<file path="src/rtl/fetch_stage.sv">
// Purpose : IF stage plus IF/ID pipeline register; owns PCF and the imem request/response handshake.
// Latency : an instruction reaches decode one cycle after its imem response; 1 instr/cycle with 1-cycle imem.
// Backpr. : at most one outstanding request; a response that decode cannot take waits in a 1-entry hold buffer.
//
// Ports:
//   clk, reset                     core clock, synchronous active-high reset
//   StallF, StallD, FlushD         hazard-unit controls (freeze PCF / hold IF/ID / bubble IF/ID)
//   PCSrcE, PCTargetE              redirect from EX (target low two bits ignored)
//   imem_req_valid/ready/addr      instruction memory request channel
//   imem_rsp_valid/data            in-order instruction memory response
//   InstrD, PCD, PCPlus4D, ValidD  IF/ID register contents presented to decode
module fetch_stage #(
    parameter logic [31:0] RESET_PC  = 32'h0000_0000,
    parameter logic [31:0] NOP_INSTR = 32'h0000_0013
) (
    input  logic        clk,
    input  logic        reset,
    input  logic        StallF,
    input  logic        StallD,
    input  logic        FlushD,
    input  logic        PCSrcE,
    input  logic [31:0] PCTargetE,
    output logic        imem_req_valid,
    output logic [31:0] imem_req_addr,
    input  logic        imem_req_ready,
    input  logic        imem_rsp_valid,
    input  logic [31:0] imem_rsp_data,
    output logic [31:0] InstrD,
    output logic [31:0] PCD,
    output logic [31:0] PCPlus4D,
    output logic        ValidD
);

    // REQ: nothing outstanding; WAIT: one request outstanding;
    // DROP: outstanding request belongs to a squashed path, discard its response.
    typedef enum logic [1:0] {
        S_REQ  = 2'd0,
        S_WAIT = 2'd1,
        S_DROP = 2'd2
    } state_t;

    state_t      state_q, state_d;
    logic [31:0] pcf_q, pcf_d;
    logic [31:0] req_pc_q, req_pc_d;
    logic        hold_v_q, hold_v_d;
    logic [31:0] hold_instr_q, hold_instr_d;
    logic [31:0] hold_pc_q, hold_pc_d;
    logic        ifid_valid_q, ifid_valid_d;
    logic [31:0] ifid_instr_q, ifid_instr_d;
    logic [31:0] ifid_pc_q, ifid_pc_d;
    logic [31:0] ifid_pc4_q, ifid_pc4_d;

    logic ifid_load;
    logic rsp_in_wait;
    logic direct_rsp;
    logic issue_ok;
    logic req_hs;

    // Only the word-aligned part of the redirect target is used.
    logic unused_tgt_lsbs;
    assign unused_tgt_lsbs = ^PCTargetE[1:0];

    always_comb begin
        ifid_load   = !FlushD && !StallD;
        rsp_in_wait = (state_q == S_WAIT) && imem_rsp_valid && !PCSrcE;
        // Response bypasses the hold buffer only when decode takes it this cycle.
        direct_rsp  = rsp_in_wait && ifid_load && !hold_v_q;
        issue_ok    = !StallF && !PCSrcE && !hold_v_q;
        // A new request may overlap the response that retires the current one,
        // which keeps one instruction per cycle with a single-cycle memory.
        imem_req_valid = !reset && issue_ok && ((state_q == S_REQ) || direct_rsp);
        imem_req_addr  = pcf_q;
        req_hs         = imem_req_valid && imem_req_ready;

        pcf_d = pcf_q;
        if (PCSrcE) begin
            pcf_d = {PCTargetE[31:2], 2'b00};
        end else if (req_hs) begin
            pcf_d = pcf_q + 32'd4;
        end

        req_pc_d = req_hs ? pcf_q : req_pc_q;

        state_d = state_q;
        case (state_q)
            S_REQ: begin
                state_d = req_hs ? S_WAIT : S_REQ;
            end
            S_WAIT: begin
                if (imem_rsp_valid) begin
                    state_d = req_hs ? S_WAIT : S_REQ;
                end else if (PCSrcE) begin
                    state_d = S_DROP;
                end
            end
            S_DROP: begin
                if (imem_rsp_valid) begin
                    state_d = S_REQ;
                end
            end
            default: state_d = S_REQ;
        endcase

        hold_v_d     = hold_v_q;
        hold_instr_d = hold_instr_q;
        hold_pc_d    = hold_pc_q;
        if (hold_v_q && ifid_load) begin
            hold_v_d = 1'b0;
        end
        if (rsp_in_wait && !direct_rsp) begin
            hold_v_d     = 1'b1;
            hold_instr_d = imem_rsp_data;
            hold_pc_d    = req_pc_q;
        end
        if (PCSrcE) begin
            hold_v_d = 1'b0;
        end

        ifid_valid_d = ifid_valid_q;
        ifid_instr_d = ifid_instr_q;
        ifid_pc_d    = ifid_pc_q;
        ifid_pc4_d   = ifid_pc4_q;
        if (FlushD || (!StallD && !hold_v_q && !direct_rsp)) begin
            ifid_valid_d = 1'b0;
            ifid_instr_d = NOP_INSTR;
            ifid_pc_d    = 32'd0;
            ifid_pc4_d   = 32'd0;
        end else if (!StallD && hold_v_q) begin
            ifid_valid_d = 1'b1;
            ifid_instr_d = hold_instr_q;
            ifid_pc_d    = hold_pc_q;
            ifid_pc4_d   = hold_pc_q + 32'd4;
        end else if (!StallD && direct_rsp) begin
            ifid_valid_d = 1'b1;
            ifid_instr_d = imem_rsp_data;
            ifid_pc_d    = req_pc_q;
            ifid_pc4_d   = req_pc_q + 32'd4;
        end
    end

    always_ff @(posedge clk) begin
        if (reset) begin
            state_q      <= S_REQ;
            pcf_q        <= RESET_PC;
            req_pc_q     <= 32'd0;
            hold_v_q     <= 1'b0;
            hold_instr_q <= 32'd0;
            hold_pc_q    <= 32'd0;
            ifid_valid_q <= 1'b0;
            ifid_instr_q <= NOP_INSTR;
            ifid_pc_q    <= 32'd0;
            ifid_pc4_q   <= 32'd0;
        end else begin
            state_q      <= state_d;
            pcf_q        <= pcf_d;
            req_pc_q     <= req_pc_d;
            hold_v_q     <= hold_v_d;
            hold_instr_q <= hold_instr_d;
            hold_pc_q    <= hold_pc_d;
            ifid_valid_q <= ifid_valid_d;
            ifid_instr_q <= ifid_instr_d;
            ifid_pc_q    <= ifid_pc_d;
            ifid_pc4_q   <= ifid_pc4_d;
        end
    end

    assign ValidD   = ifid_valid_q;
    assign InstrD   = ifid_instr_q;
    assign PCD      = ifid_pc_q;
    assign PCPlus4D = ifid_pc4_q;

endmodule

</file>
<file path="config.mk">
export PLATFORM = sky130hd
export DESIGN_NAME = fetch_stage
export DESIGN_NICKNAME = d
export VERILOG_FILES = /design/src/rtl/fetch_stage.sv
export SDC_FILE = /design/constraint.sdc
export NUM_CORES = 1
export LEC_CHECK = 0
export CORE_UTILIZATION = 35
export DETAILED_ROUTE_END_ITERATION = 6
export PLACE_DENSITY = 0.61
export SYNTH_ARGS = -nofsm -noshare
export SYNTH_HDL_FRONTEND = slang
export SYNTH_SLANG_ARGS = --single-unit
</file>
<file path="constraint.sdc">
create_clock -name clk -period 3 [get_ports clk]
set_input_delay 0.45 -clock clk [delete_from_list [all_inputs] [get_ports clk]]
set_output_delay 0.45 -clock clk [all_outputs]
set_load 0.03 [all_outputs]
</file>
==> metrics <==
outcome=finished, final reports clean; antenna violations before repair=1; areal power density over the cells=497 nW/um^2; Yosys reg bits=218; overall global routing resource usage=19.3%; average footprint of a synthesized cell=7.80 um^2; area of the die=28100 um^2; share of synthesized area occupied by flip-flops and latches=45.4%; Hold Crit Class=in -> reg; async set-or-reset flop fraction in the synthesized netlist=0%; root buffer selected by CTS=sky130_fd_sc_hd__clkbuf_16; worst-margin pin slew=0.831 ns; worst vdd ir=411 uV; total congestion overflow=0; clk buf depth=3; count of placed standard cells in the final layout, fillers left out=1778; RSZ-0062 raised after global routing=false; distinct cell type count after synthesis=55; ratio of cells with drive above 1 in the final layout=8.14%; antenna diode count=0; headroom to the max-slew limit=44.4%; cells on worst reg2reg path=10; Detailed Route Iter0 Violations=646; Worst setup SP type=flip-flop; Critical path origin=hold_v_q$_SDFFE_PP0P_; worst clock skew=0.0235 ns; Post-DP HPWL=19200 um; Die Height=168 um; Max Cap Viol=0; total number of vias=9190; wire length of the first global-routing pass=44700 um; Clock Latency Late Sink=0.52 ns; number of failing setup endpoints in the final timing report=0; Area growth, synth to finish=34.3%; Min-Delay Path Depth=2; utilization after layout=47.9%; fin crit period=2.61 ns; clock tree from TritonCTS=yes; setup TNS=0 ns; worst hold path endpoint=imem_req_addr[13]$_SDFFE_PP0P_; CP required=3.41 ns; routed wire length=27900 um; # rows=60; Via-to-Cell Ratio=5.17; gp weighted congestion=0.861; Worst setup EP type=flip-flop; leading cell types by count after synthesis=sky130_fd_sc_hd__nand2_1 (351), sky130_fd_sc_hd__dfxtp_1 (218), sky130_fd_sc_hd__a21oi_1 (126); crit path max fanout=10; Main synth FF type=sky130_fd_sc_hd__dfxtp_1; quantity of hold-fixing buffers added after cts=0; CTS Sinks=218; top cells by area in the synthesized netlist=sky130_fd_sc_hd__dfxtp_1 (45%), sky130_fd_sc_hd__nand2_1 (14%), sky130_fd_sc_hd__a21oi_1 (6.6%); number of max-slew violations in the final report=0; ports placed on the boundary=202; class of the most critical setup path=reg -> reg; share of the cycle needed by the critical path after routing=87.1%; Core Box Area=27000 um^2; clock-pin transition on the worst setup and hold timing paths=0.06 ns; cell count after placement=1736; vias in the first global route=8320; Post-Synthesis Cell Area=9600 um^2; quantity of gates resized following cts=0; Port Buf Inserts=193; dominant cell by count in the synthesized netlist=sky130_fd_sc_hd__nand2_1; worst reg2reg path startpoint=hold_v_q$_SDFFE_PP0P_; Max Clock Freq=383 MHz; Post-Synthesis Cells=1231; Post-synth EDFFs=0; number of warnings issued by yosys=0; Hold Vio Cnt, Final=0; number of nets at the end of the flow=1495; total clock buffers created by CTS=24; critical register-to-register path endpoint=PCPlus4D[26]$_SDFFE_PP0P_; drt first pass iters=5; fraction of synthesized cell area taken by the top area cell type=45.4%; static leakage=4.50 nW; startpoint of the worst hold path=reset; die boundary width=168 um; Worst R2R Setup Slack=0.39 ns; maximum level of the CTS H-tree=1; WL/cell=15.7 um; CP arrival=3.02 ns; Initial Util=35.6%; largest net degree at the start of global routing=73; post-detailed-route count of antenna-violating nets=0; detailed-route DRC error count=0; Yosys top cell by area=sky130_fd_sc_hd__dfxtp_1; postcts setup bufs=0
state kept, by name, indices dropped and copies added, names as in the netlist:
register       cells
imem_req_addr     30
hold_v_q           1
hold_instr_q      32
req_pc_q          30
PCPlus4D          30
ValidD             1
PCD               30
InstrD            32
state_q            2
hold_pc_q         30
layout make-up:
type / instances / area (um^2)
flip-flops and latches: 218 / 4360
clock buffers: 38 / 744
well taps: 341 / 427
fillers: 2672 / 14100
repair buffers: 251 / 2390
clock inverters: 4 / 70.1
inverters: 7 / 26.3
multi-input cells: 919 / 4880
logic make-up (layout without fill, tap and decap cells):
| logic type | after synthesis | after routing | synth area share [%] |
|---|---|---|---|
| AND/OR/NAND/NOR | 595 | 595 | 26.9 |
| AO/OA/AOI/OAI | 251 | 251 | 16.2 |
| flip-flops | 218 | 218 | 45.4 |
| buffers and inverters | 99 | 300 | 4.46 |
| multiplexers | 49 | 49 | 5.22 |
| XOR/XNOR | 16 | 16 | 1.46 |
| adder cells (fa/ha/maj) | 2 | 2 | 0.261 |
| other | 1 | 6 | 0.0390 |
per-layer routing:
metal	wire length, um	track usage [%]	vias to the layer above
met1	14100	29.2	4253
met4	471	4.71	2
met2	11800	28.4	255
met3	1480	2.86	39
met5	17	0	-
li1	-	-	4641
power breakdown:
part	total [mW]	switching, mW	internal [mW]
clock network	3.03	1.17	1.86
logic	0.397	0.217	0.179
registers	2.97	0.0467	2.93
total	6.40	1.44	4.97
worst max-delay path by stage:
stage | depth (start not counted) | slack [ns] | end
after floorplan | 14 | 0.06 | PCPlus4D[22]$_SDFFE_PP0P_
after global placement | 10 | 0.1 | PCPlus4D[22]$_SDFFE_PP0P_
after detailed placement | 11 | 0.04 | PCPlus4D[22]$_SDFFE_PP0P_
after CTS | 10 | 0.41 | PCPlus4D[26]$_SDFFE_PP0P_
after global routing | 11 | 0.12 | PCPlus4D[22]$_SDFFE_PP0P_
final | 10 | 0.39 | PCPlus4D[26]$_SDFFE_PP0P_
stage by stage:
step / cell area [um^2] / worst slack, ns / power, mW / hold WS [ns]
after detailed placement: 12100 / 0.0399 / 3.43 / 0.447
after floorplan: 9640 / 0.0560 / 3.22 / 0.434
after CTS: 12900 / 0.412 / 6.45 / 0.141
after global routing: 12900 / 0.115 / 6.63 / 0.150
final: 12900 / 0.387 / 6.40 / 0.164
after global placement: 12100 / 0.0971 / 3.43 / 0.441
cells in the final DEF (no fill, tap or decap), drive strengths merged, types with 2 or more instances in the layout:
cell type / instances
a211o: 7
a211oi: 34
a21oi: 126
a22oi: 2
a311oi: 30
a31oi: 15
and3: 14
and4: 5
buf: 60
bufinv: 2
clkbuf: 38
clkdlybuf4s50: 191
clkinv: 3
conb: 6
dfxtp: 218
ha: 2
inv: 6
mux2: 9
mux2i: 40
nand2: 351
nand2b: 5
nand3: 42
nand3b: 2
nand4: 19
nand4b: 2
nor2: 94
nor2b: 2
nor3: 22
nor4: 10
o211ai: 10
o21a: 2
o21ai: 18
o31ai: 2
or2: 2
or3: 15
or4: 3
xnor2: 7
xor2: 9
worst max-delay path, cell delays in order, from the launching register on:
cell and delay [ns]:
sky130_fd_sc_hd__dfxtp_1 0.63, sky130_fd_sc_hd__nand2b_4 0.14, sky130_fd_sc_hd__mux2_2 0.28, sky130_fd_sc_hd__ha_1 0.26, sky130_fd_sc_hd__nand3_1 0.10, sky130_fd_sc_hd__nor3_1 0.21, sky130_fd_sc_hd__o211ai_1 0.12, sky130_fd_sc_hd__buf_4 0.20
sky130_fd_sc_hd__nor4_1 0.35, sky130_fd_sc_hd__or3_1 0.16, sky130_fd_sc_hd__nand3_1 0.06
Power figures use the tool's default switching activity.
